==> src/rtl/sdram_pkg.sv <==
// rtl/sdram_pkg.sv - shared SDRAM command encodings, address slices and read FSM states
package sdram_pkg;

  // {cs_n, ras_n, cas_n, we_n}
  localparam logic [3:0] CMD_NOP       = 4'b0111;
  localparam logic [3:0] CMD_ACTIVE    = 4'b0011;
  localparam logic [3:0] CMD_READ      = 4'b0101;
  localparam logic [3:0] CMD_BSTOP     = 4'b0110;
  localparam logic [3:0] CMD_PRECHARGE = 4'b0010;

  localparam int BANK_MSB = 23;
  localparam int BANK_LSB = 22;
  localparam int ROW_MSB  = 21;
  localparam int ROW_LSB  = 9;
  localparam int COL_MSB  = 8;
  localparam int COL_LSB  = 0;

  localparam int MAX_BURST = 512;

  typedef enum logic [2:0] {
    ST_IDLE,
    ST_ACTIVE,
    ST_TRCD,
    ST_READ,
    ST_DATA,
    ST_PRECHARGE,
    ST_TRP,
    ST_END
  } rd_state_t;

  // A zero-length request still reads one word; anything past a full page is clamped.
  function automatic logic [9:0] eff_burst_len(input logic [9:0] len);
    if (len == 10'd0)
      return 10'd1;
    else if (len > 10'(MAX_BURST))
      return 10'(MAX_BURST);
    else
      return len;
  endfunction

endpackage

==> src/rtl/sdram_read.sv <==
// rtl/sdram_read.sv - full-page SDRAM read-burst controller (ACTIVE, READ, BURST STOP, PRECHARGE)
// Optional DQ capture register selected by SDRAM_READ_DQ_REG_EN.
module sdram_read
  import sdram_pkg::*;
#(
  parameter int T_RCD       = 2,
  parameter int CAS_LATENCY = 3,
  parameter int T_RP        = 2
) (
  input  logic        clk_100M,
  input  logic        locked_rst_n,
  input  logic        rd_en,
  input  logic [23:0] rd_addr,
  input  logic [9:0]  rd_burst_len,
  input  logic [15:0] rd_sdram_data,
  output logic [3:0]  rd_cmd,
  output logic [1:0]  rd_bank_addr,
  output logic [12:0] rd_sdram_addr,
  output logic [15:0] rd_data,
  output logic        rd_ack,
  output logic        rd_end
);

`ifdef SDRAM_READ_DQ_REG_EN
  localparam int DQ_LAT = CAS_LATENCY + 1;
`else
  localparam int DQ_LAT = CAS_LATENCY;
`endif

  rd_state_t   state, state_nxt;
  logic [10:0] cnt, cnt_nxt;
  logic [1:0]  bank_q;
  logic [12:0] row_q;
  logic [8:0]  col_q;
  logic [9:0]  len_q;
  logic        last_ack;

  // cnt is 0 in the READ cycle, so cnt == DQ_LAT marks the first valid word
  assign last_ack = (cnt == 11'(DQ_LAT) + 11'(len_q) - 11'd1);

  always_ff @(posedge clk_100M or negedge locked_rst_n) begin
    if (!locked_rst_n) begin
      state  <= ST_IDLE;
      cnt    <= '0;
      bank_q <= '0;
      row_q  <= '0;
      col_q  <= '0;
      len_q  <= '0;
    end else begin
      state <= state_nxt;
      cnt   <= cnt_nxt;
      if (state == ST_IDLE && rd_en) begin
        bank_q <= rd_addr[BANK_MSB:BANK_LSB];
        row_q  <= rd_addr[ROW_MSB:ROW_LSB];
        col_q  <= rd_addr[COL_MSB:COL_LSB];
        len_q  <= eff_burst_len(rd_burst_len);
      end
    end
  end

  always_comb begin
    state_nxt     = state;
    cnt_nxt       = cnt;
    rd_cmd        = CMD_NOP;
    rd_bank_addr  = '0;
    rd_sdram_addr = '0;
    rd_ack        = 1'b0;
    rd_end        = 1'b0;
    case (state)
      ST_IDLE: begin
        cnt_nxt = '0;
        if (rd_en) state_nxt = ST_ACTIVE;
      end
      ST_ACTIVE: begin
        rd_cmd        = CMD_ACTIVE;
        rd_bank_addr  = bank_q;
        rd_sdram_addr = row_q;
        cnt_nxt       = '0;
        state_nxt     = (T_RCD > 1) ? ST_TRCD : ST_READ;
      end
      ST_TRCD: begin
        if (cnt == 11'(T_RCD - 2)) begin
          cnt_nxt   = '0;
          state_nxt = ST_READ;
        end else begin
          cnt_nxt = cnt + 11'd1;
        end
      end
      ST_READ: begin
        rd_cmd        = CMD_READ;
        rd_bank_addr  = bank_q;
        rd_sdram_addr = {4'b0000, col_q};
        cnt_nxt       = cnt + 11'd1;
        state_nxt     = ST_DATA;
      end
      ST_DATA: begin
        if (cnt == {1'b0, len_q}) rd_cmd = CMD_BSTOP;
        rd_ack = (cnt >= 11'(DQ_LAT));
        if (last_ack) begin
          cnt_nxt   = '0;
          state_nxt = ST_PRECHARGE;
        end else begin
          cnt_nxt = cnt + 11'd1;
        end
      end
      ST_PRECHARGE: begin
        rd_cmd        = CMD_PRECHARGE;
        rd_sdram_addr = 13'h0400;
        cnt_nxt       = '0;
        state_nxt     = (T_RP > 1) ? ST_TRP : ST_END;
      end
      ST_TRP: begin
        if (cnt == 11'(T_RP - 2)) begin
          cnt_nxt   = '0;
          state_nxt = ST_END;
        end else begin
          cnt_nxt = cnt + 11'd1;
        end
      end
      ST_END: begin
        rd_end    = 1'b1;
        state_nxt = ST_IDLE;
      end
      default: state_nxt = ST_IDLE;
    endcase
  end

`ifdef SDRAM_READ_DQ_REG_EN
  logic [15:0] dq_q;

  always_ff @(posedge clk_100M or negedge locked_rst_n) begin
    if (!locked_rst_n) dq_q <= '0;
    else               dq_q <= rd_sdram_data;
  end

  assign rd_data = dq_q;
`else
  assign rd_data = rd_sdram_data;
`endif

endmodule

==> config.mk <==
export PLATFORM = sky130hd
export DESIGN_NAME = sdram_read
export DESIGN_NICKNAME = d
export VERILOG_FILES = /design/src/rtl/sdram_pkg.sv /design/src/rtl/sdram_read.sv
export SDC_FILE = /design/constraint.sdc
export NUM_CORES = 1
export LEC_CHECK = 0
export ABC_AREA = 1
export CAP_MARGIN = 20
export CORE_ASPECT_RATIO = 0.6
export CORE_MARGIN = 5
export CORE_UTILIZATION = 50
export CTS_BUF_LIST = sky130_fd_sc_hd__clkbuf_4 sky130_fd_sc_hd__clkbuf_8 sky130_fd_sc_hd__clkbuf_16
export CTS_CLUSTER_SIZE = 10
export DETAILED_ROUTE_END_ITERATION = 10
export PLACE_DENSITY = 0.89
export SETUP_SLACK_MARGIN = 0.5
export SLEW_MARGIN = 0
export SYNTH_ARGS = -nofsm -noshare
export SYNTH_HDL_FRONTEND = slang
export SYNTH_SLANG_ARGS = --single-unit
==> constraint.sdc <==
create_clock -name clk_100M -period 3.08 [get_ports clk_100M]
set_input_delay 0.462 -clock clk_100M [delete_from_list [all_inputs] [get_ports clk_100M]]
set_output_delay 0.462 -clock clk_100M [all_outputs]
set_load 0.02 [all_outputs]
==> impl_results.md <==
- Worst-path clk slew: 0.09 ns
- Int Pwr: 0.00169 W
- Switching share of power: 41.9%
- Simple-Gate Fraction of Synth Area: 30.4%
- Most frequent cells in the layout: 117 x nand2_1, 57 x inv_1, 51 x clkdlybuf4s50_1
- GRT Total Usage: 20.5%
- Compound-Gate Fraction of Synth Area: 8.10%
- Post-DP HPWL: 5650 microns
- Synth cell types: 32
- Global placement routability congestion: 0.934
- Final std cells w/o fill: 528
- Post-Route Setup TNS: 0 ns
- Critical path type: reg2out
- Critical Path Source Type: register
- Post-Synth Adder-Cell Area: 1.27%
- TritonCTS clock tree: yes
- Vias in the first global route: 2587
- Total power: 0.00291 W
- CP endpoint kind: output port
- IO Port Bufs: 56
- Critical path, cell by cell: clkinvlp_4, nor3_1, o31ai_2, inv_1, clkdlybuf4s50_1
- Initial DRC Count: 180
- Share of post-route cells with drive strength above 1: 13.8%
- Final setup fails: 0
- Status: completed
- TritonCTS buffer count: 5
- Comb power frac: 45.3%
- Drt pass-1 iters: 5
- Syn_nets: 465
- Cell Area, Synth: 2950 sq um
- Die ar.: 7590 sq um
- Design Area, Final: 3630 sq um
- Fillers: 462
- Register Area: 1200 sq um
- IR drop worst, VDD: 0.506 mV
- Global-route wire length before repair: 12500 microns
- Row count: 21
- Ant diodes: 0
- Worst Path Required: 2.62 ns
- Slew Limit Fails: 0
- Psw: 0.00122 W
- Final hold vios: 0
- Slowest cell on crit path: clkdlybuf4s50_1
- Core Area: 5650 sq um
- Sequential power share: 36.2%
- Commonest non-fill, non-tap cell in the layout: nand2_1
- Area occupied by multi-input gates: 1310 sq um
- Clock Power Share: 18.5%
- Starting Density: 52.2%
- Initial antenna violation count: 0
- Grt total ovfl: 0
- Sequential area share after synthesis: 40.7%
- Max Cap Violations: 0
- Tcrit/Tclk final: 82.7%
- WP buf/inv: 3
- Yosys warns: 0
- Pwr dens: 800 nW/um^2
- Mean Syn Cell Area: 7.21 sq um
- Worst path max stage delay: 0.59 ns
- Flops & latches, synth: 48
- Post-synthesis mux area share: 0%
- Root Buffer: clkbuf_8
- Slew headroom: 57.0%
- # IOs: 90
- Clock buffer depth: 2
- Via Count: 2698
- Wire per inst: 14.2 microns
- Post-Synth XOR/XNOR Area: 3.27%
- Maximum fanout along the worst path: 6
- Post-Syn Instances: 409
- Crit path max-delay family: buffers and inverters
- Residual DRC count: 0
- Die width: 109 microns
- Fin crit period: 2.55 ns
- CP arrival: 2.09 ns
- Final net count: 504
- Final clock skew: 0.0115 ns
- Via count normalized by instance count: 5.11
- Largest net degree at the start of global routing: 49
- RSZ-0062 raised after global routing: yes
- Hold Crit Class: in2async
- Fmax: 393 MHz
- Antenna Nets Post-Route: 0
- Leakage: 1.90 nW
- Die Y: 69.5 microns
- Placed cells: 517
- Area after DPL: 3420 sq um
- Clock sink count: 48
- Worst-Margin Slew: 0.644 ns
- Main combinational cell family by area after synthesis: simple AND/OR/NAND/NOR gates
- Clk_lat worst skew: 0.31 ns
- CTS H-Tree Depth: 2
- Syn-to-layout area delta: 23.2%
- Routed wire length: 7500 microns
-- worst reg2reg max path: stages, from the launching register on --
cell and delay [ns]:
dfrtp_1 0.45, ha_1 0.26, nand2_1 0.12, nor2_4 0.14
nand2_1 0.06, nand2_1 0.08, nand2_2 0.06, nor2_1 0.10
nand2_1 0.12, o21ai_2 0.18, nand3_2 0.32, nand2_1 0.15
nand2_1 0.06
-- final cells by class --
class,instances,area share (%)
multi-input cells,258,36.0
flip-flops and latches,48,33.1
repair buffers,61,16.9
inverters,74,7.75
well taps,80,2.75
clock buffers,5,1.89
clock inverters,2,1.65
-- metal layers --
| metal | wire length (microns) | up-vias | GRT usage (%) | part of all wire (%) |
|---|---|---|---|---|
| met5 | 0 | - | 0 | 0 |
| met4 | 55 | 0 | 3.04 | 0.73 |
| met3 | 604 | 9 | 6.33 | 8.0 |
| met2 | 3280 | 88 | 28.8 | 44 |
| met1 | 3570 | 1293 | 31.3 | 48 |
| li1 | - | 1308 | - | - |
-- power groups by stage --
stage	clock network [W]	logic (W)	registers [W]
finish	0.000539	0.00132	0.00105
global route	0.000574	0.00146	0.00108
CTS	0.000540	0.00130	0.00104
detailed placement	0	0.00126	0.00105
global placement	0	0.00122	0.00104
floorplan	0	0.000936	0.000987
-- state kept, by name (all words and copies together), names as in the netlist --
register and cells:
bank_q 2, cnt 11, col_q 9, len_q 10, row_q 13, state 3
-- stage by stage --
step | setup slack, ns | hold WS [ns] | utilization, %
2_1_floorplan | 1.31 | 0.166 | -
6_report | 0.533 | 0.0198 | 64.3
4_1_cts | 0.504 | 0.389 | 63.4
3_3_place_gp | 0.613 | 0.463 | 60.5
5_1_grt | 0.410 | 0.0347 | 64.3
3_5_place_dp | 0.504 | 0.466 | 60.5
-- repair_timing --
| action | in CTS | in global routing |
|---|---|---|
| endpoints found under the setup margin | 14 | 12 |
| gates resized for setup | 4 | 9 |
| buffers inserted | 3 | 0 |
| hold buffers | 0 | 0 |
| pin swaps | 1 | 0 |
-- path summary, 6_finish.rpt --
path                              startpoint       end  slack, ns  depth (start not counted)
worst min register to register      col_q[0]  col_q[0]       0.49                          2
worst max-delay path                state[2]    rd_ack       0.53                          5
max in group asynchronous       locked_rst_n    cnt[6]       2.55                          2
worst max register to register      len_q[2]    cnt[0]       0.88                         12
worst min-delay path            locked_rst_n  col_q[1]       0.02                          1
min in group clk_100M               col_q[0]  col_q[0]       0.49                          2
-- Yosys cell counts --
library cell / instances / area share [%]
nand2_1: 117 / 15
inv_1: 58 / 7.4
dfrtp_1: 48 / 41
o21ai_0: 31 / 5.3
nand3_1: 22 / 3.7
nor2_1: 21 / 2.7
buf_4: 17 / 4.3
inv_2: 16 / 2.0
nand2_2: 14 / 3.0
xor2_1: 8 / 2.4
nor3_1: 7 / 1.2
clkbuf_1: 6 / 0.76
nand4_1: 6 / 1.3
buf_6: 3 / 1.1
ha_1: 3 / 1.3
nand3_2: 3 / 1.0
nor2_2: 3 / 0.64
xnor2_1: 3 / 0.89
buf_1: 2 / 0.25
nand2_4: 2 / 0.76
nand3b_1: 2 / 0.51
nor4_1: 2 / 0.42
o21a_1: 2 / 0.51
o21ai_1: 2 / 0.34
o21ai_2: 2 / 0.59
o22ai_1: 2 / 0.42
o31ai_1: 2 / 0.51
a21oi_1: 1 / 0.17
buf_2: 1 / 0.17
conb_1: 1 / 0.13
nor2_4: 1 / 0.38
o41ai_1: 1 / 0.30
-- logic make-up (layout without fill, tap and decap cells) --
group | Yosys count | count (layout)
AND/OR/NAND/NOR | 200 | 200
buffers and inverters | 103 | 142
other | 1 | 1
XOR/XNOR | 11 | 11
flip-flops | 48 | 48
adder cells (fa/ha/maj) | 3 | 3
AO/OA/AOI/OAI | 43 | 43
Note: power is estimated with default switching activity, not from simulation.
